$ cat config.mk
export PLATFORM = sky130hd
export DESIGN_NAME = prog_feeder
export DESIGN_NICKNAME = d
export VERILOG_FILES = /design/src/rtl/prog_feeder.sv
export SDC_FILE = /design/constraint.sdc
export NUM_CORES = 1
export LEC_CHECK = 0
export CAP_MARGIN = 20
export CORE_AREA = 5 5 154 156
export DETAILED_ROUTE_END_ITERATION = 16
export DIE_AREA = 0 0 159 161
export PLACE_DENSITY = 0.8
export SYNTH_ARGS = -nofsm -noshare
export SYNTH_HDL_FRONTEND = slang
export SYNTH_SLANG_ARGS = --single-unit
$ cat constraint.sdc
create_clock -name clk -period 8.5 [get_ports clk]
set_input_delay 0.85 -clock clk [delete_from_list [all_inputs] [get_ports clk]]
set_output_delay 0.85 -clock clk [all_outputs]
set_load 0.01 [all_outputs]
$ cat src/rtl/prog_feeder.sv
// Program feeder for a 9-bit processor: holds a 32-word program and issues
// one instruction word per processor time step zero, looping or halting at last_addr.
module prog_feeder #(
   localparam int unsigned AW    = 5,
   localparam int unsigned DW    = 9,
   localparam int unsigned DEPTH = 32
) (
   input  logic          clk,
   input  logic          rst_n,
   input  logic          start,
   input  logic          loop,
   input  logic [AW-1:0] last_addr,
   input  logic          ld_en,
   input  logic [AW-1:0] ld_addr,
   input  logic [DW-1:0] ld_data,
   input  logic          done,
   output logic [DW-1:0] din,
   output logic          run,
   output logic [AW-1:0] pc,
   output logic          busy,
   output logic          halted,
   output logic          err
);

   localparam logic [2:0] S_IDLE  = 3'd0;
   localparam logic [2:0] S_ARM   = 3'd1;
   localparam logic [2:0] S_ISSUE = 3'd2;
   localparam logic [2:0] S_IMM   = 3'd3;
   localparam logic [2:0] S_EXEC  = 3'd4;

   localparam logic [2:0] OP_MV  = 3'b000;
   localparam logic [2:0] OP_MVI = 3'b001;
   localparam logic [2:0] OP_ADD = 3'b010;
   localparam logic [2:0] OP_SUB = 3'b011;

   localparam logic [1:0] MISS_LIMIT = 2'd2;

   logic [DW-1:0] mem [DEPTH];

   logic [2:0]    state, state_n;
   logic [1:0]    miss, miss_n;
   logic [AW-1:0] pc_n;
   logic [DW-1:0] din_n;
   logic          run_n, busy_n, halted_n, err_n;
   logic          mem_we_c;
   logic [AW-1:0] end_idx_c;
   logic          at_end_c;

   // Program memory: loadable only while idle, never cleared
   assign mem_we_c = ld_en && (state == S_IDLE);

   always_ff @(posedge clk) begin
      if (mem_we_c) begin
         mem[ld_addr] <= ld_data;
      end
   end

   // Index of the last word of the instruction that is completing
   assign end_idx_c = (state == S_IMM) ? pc : AW'(pc - AW'(1));
   assign at_end_c  = (end_idx_c == last_addr);

   always_ff @(posedge clk or negedge rst_n) begin
      if (!rst_n) begin
         state  <= S_IDLE;
         miss   <= 2'd0;
         pc     <= '0;
         din    <= '0;
         run    <= 1'b0;
         busy   <= 1'b0;
         halted <= 1'b0;
         err    <= 1'b0;
      end else begin
         state  <= state_n;
         miss   <= miss_n;
         pc     <= pc_n;
         din    <= din_n;
         run    <= run_n;
         busy   <= busy_n;
         halted <= halted_n;
         err    <= err_n;
      end
   end

   always_comb begin
      state_n  = state;
      miss_n   = 2'd0;
      pc_n     = pc;
      halted_n = halted;
      err_n    = err;
      din_n    = '0;
      run_n    = 1'b0;
      busy_n   = 1'b0;

      case (state)
         S_IDLE: begin
            if (start) begin
               state_n  = S_ARM;
               pc_n     = '0;
               halted_n = 1'b0;
               err_n    = 1'b0;
            end
         end

         S_ARM: begin
            if (done) begin
               state_n = S_ISSUE;
            end
         end

         S_ISSUE: begin
            pc_n = AW'(pc + AW'(1));
            case (din[8:6])
               OP_MVI:               state_n = S_IMM;
               OP_MV, OP_ADD, OP_SUB: state_n = S_EXEC;
               default: begin
                  state_n = S_IDLE;
                  err_n   = 1'b1;
               end
            endcase
         end

         S_IMM, S_EXEC: begin
            if (done) begin
               // End-check: wrap, halt, or fall through to the next word
               if (state == S_IMM) begin
                  pc_n = AW'(pc + AW'(1));
               end
               if (at_end_c && loop) begin
                  state_n = S_ISSUE;
                  pc_n    = '0;
               end else if (at_end_c) begin
                  state_n  = S_IDLE;
                  halted_n = 1'b1;
               end else begin
                  state_n = S_ISSUE;
               end
            end else if ((state == S_IMM) || (miss == MISS_LIMIT)) begin
               state_n = S_IDLE;
               err_n   = 1'b1;
            end else begin
               miss_n = 2'(miss + 2'd1);
            end
         end

         default: begin
            state_n = S_IDLE;
         end
      endcase

      // Output words follow the state being entered
      case (state_n)
         S_ISSUE, S_IMM: begin
            din_n = mem[pc_n];
            run_n = 1'b1;
         end
         S_EXEC: begin
            din_n = din;
            run_n = 1'b1;
         end
         default: begin
            din_n = '0;
            run_n = 1'b0;
         end
      endcase
      busy_n = (state_n != S_IDLE);
   end

endmodule

==> results.toml <==
[critical_path]
path_class = "flop to flop"
critPathCapture = "din[5]"
cpPeakStageDelay_ns = 0.73
slowest_stage = "a32oi_4"
crit_start = "pc[0]"
crit_chain = "inv_1 > ha_1 > nand2b_1 > a21oi_1 > o21ai_0 > a221oi_4 > o221ai_2 > a32oi_4 > buf_4 > nand2_1 > o211ai_1 > a21oi_1 > or4_1"
critPathArrivalTime_ns = 4.98
path_common_cell = "a21oi_1"
cp.depth = 13
reg2regPathDepth = 13
start_kind = "flop"
r2r_start = "pc[0]"
cp_top_family = "compound AO/OA/AOI/OAI gates"
r2r-end = "din[5]"
worstPathRequired_ns = 8.91
end_kind = "flop"
r2r_slack_ns = 3.92
cp.buffers_inverters = 2
path_max_fanout = 37

[outcome]
status = "finished, final reports clean"

[clock_tree]
cts-buffers-inserted = 30
cts_tree = "done"
insertion_delay_ns = 0.56
clkSlewWorstSetupHoldPaths_ns = 0.06
cts_buffer_depth = 3
cts_sinks = 311
post-cts-setup-buffer-count = 0
clock-root-buffer = "clkbuf_16"
htreeDepth = 1
post_cts_resized = 0
ctsHoldBuffers = 0

[layout]
antenna_cells = 0
final_common_cell = "edfxtp_1"
register_area_sq_um = 9220
layout_common_cells = "288 x edfxtp_1, 109 x mux2i_1, 60 x nand2_1, 51 x nor2_1, 42 x clkdlybuf4s50_1"
fin_area_sq_um = 14700
nets = 873
drive_above_1_share_pct = 13.5
multi_input_area_sq_um = 3550
fillers = 1500
syn_to_final_growth_pct = 12.5

[synth]
synth_edf_count = 288
synthFlopType = "edfxtp_1"
yosys_warnings = 0
ys_seq_area_share_pct = 70.7
mappedNetlistArea_sq_um = 13000
ys_ff_latch = 311
syn_nets = 822
synth.avg_cell_area_sq_um = 16.4
synth-async-reset-ratio_pct = 7.40
synth_cell_types = 53
synthCells = 794

[timing]
finalSetupViolCount = 0
rsz0062_at_grt = "no"
finalHoldViolCount = 0
worst_pin_slew_ns = 1.08
post-route-period-util_pct = 53.8
slew_violations = 0
finalSetupTns_ns = 0
fin_crit_ns = 4.58
clock_skew_ns = 0.0208
maxSlewHeadroom_pct = 27.6
max_freq_ghz = 0.219

[route]
postRouteAntennaNets = 0
drc = 0
routed_wl_mm = 28.6
drtIter0Drc = 788
vias_per_cell = 6.25
drtPass1Iterations = 5
vias = 7212
wl_per_cell_um = 24.8

[floorplanning]
core_sq_um = 22200
rows = 55
die-area_sq_um = 25600
die_y_um = 161
die_width_um = 159
io-pin-count = 43
start_util_pct = 58.7

[placement]
gp_congestion = 0.879
io_buffers = 42
post_dp_cell_area_sq_um = 13700
hpwl_mm = 17.9

[global_route]
grt_pass1_wl_mm = 43.2
grt_antenna_before_repair = 0
grt_max_degree = 146
grt_overflow_total = 0
grt_pass1_vias = 7100
grt_use_total_pct = 21.8

[power_and_ir_drop]
ir_drop_mv = 0.388
p_leak_nw = 4.99
power.density_nw_per_um2 = 305

[worst_hold_path]
worstHoldPathType = "flop to flop"
hold_depth = 1

[job]
maxCapViolations = 0
## flip-flops by register name (all words and copies together) (netlist names)
| signal | flops |
|---|---|
| busy | 1 |
| din | 9 |
| mem | 288 |
| pc | 5 |
| miss | 2 |
| run | 1 |
| halted | 1 |
| err | 1 |
| state | 3 |
## cell type report
type / count / area share (%)
flip-flops and latches: 311 / 62.9
multi-input cells: 438 / 24.2
clock buffers: 39 / 5.70
repair buffers: 56 / 4.10
well taps: 285 / 2.43
clock inverters: 17 / 0.512
inverters: 8 / 0.205
## power breakdown
part           switching [mW]  total (mW)  internal [mW]
Combinational           0.817        1.47          0.648
Sequential             0.0578        1.78           1.72
Clock                   0.539        1.22          0.686
## cell usage after synthesis, drive strengths merged (2+ instances only)
cell type / count / share of area [%]
a21oi: 27 / 1.0
a221oi: 2 / 0.32
a22oi: 2 / 0.15
a32oi: 2 / 0.13
and3: 2 / 0.096
buf: 30 / 1.9
clkbuf: 7 / 0.20
dfrtp: 23 / 4.4
edfxtp: 288 / 66
ha: 3 / 0.29
inv: 8 / 0.23
mux2: 36 / 3.1
mux2i: 109 / 8.4
mux4: 18 / 3.4
nand2: 60 / 1.7
nand2b: 4 / 0.19
nand3: 6 / 0.23
nand3b: 7 / 0.50
nand4: 3 / 0.14
nor2: 51 / 1.5
nor2b: 13 / 0.62
nor3: 4 / 0.19
nor3b: 2 / 0.12
o211ai: 36 / 2.1
o21ai: 16 / 0.64
o221ai: 2 / 0.23
o31ai: 4 / 0.23
or2: 4 / 0.19
or3: 4 / 0.19
or4: 9 / 0.52
xnor2: 2 / 0.13
## worst min path at each step
stage	start	to
final	miss[0]	miss[0]
after CTS	miss[0]	miss[0]
after floorplan	miss[0]	miss[0]
after detailed placement	miss[0]	miss[0]
after global placement	miss[0]	miss[0]
after global routing	miss[0]	miss[0]
## cell families (layout without fill, tap and decap cells)
kind of cell / count (synthesis) / in the layout / share of synthesized area, %
buffers and inverters: 45 / 120 / 2.32
multiplexers: 163 / 163 / 14.9
AO/OA/AOI/OAI: 96 / 96 / 5.17
flip-flops: 311 / 311 / 70.7
XOR/XNOR: 3 / 3 / 0.201
adder cells (fa/ha/maj): 3 / 3 / 0.288
AND/OR/NAND/NOR: 173 / 173 / 6.44
## stage by stage
step / instances / util, % / power [mW] / hold WS, ns / worst slack [ns]
after floorplan: 794 / - / 2.87 / 0.403 / 4.91
after global placement: 1091 / 61.4 / 3.24 / 0.414 / 3.52
after global routing: 1154 / 66.0 / 4.65 / 0.458 / 3.64
after detailed placement: 1094 / 61.6 / 3.26 / 0.426 / 3.40
after CTS: 1150 / 65.7 / 4.47 / 0.438 / 3.92
final: 1154 / 66.0 / 4.47 / 0.446 / 3.92
## per-layer routing
metal  vias to the layer above  wire, um  track usage, %
li1                       3198         -               -
met1                      3617     11300            30.2
met2                       337     14000            35.3
met3                        60      2290            4.01
met4                         0       983            7.87
met5                         -         0               0
## worst register-to-register path, stage by stage, from the launching register on
cell and delay (ns):
dfrtp_1 0.52, inv_1 0.16, ha_1 0.37, nand2b_1 0.16
a21oi_1 0.18, o21ai_0 0.17, a221oi_4 0.39, o221ai_2 0.19
a32oi_4 0.73, buf_4 0.60, nand2_1 0.14, o211ai_1 0.15
a21oi_1 0.15, or4_1 0.54
Note: power is estimated with default switching activity, not from simulation.
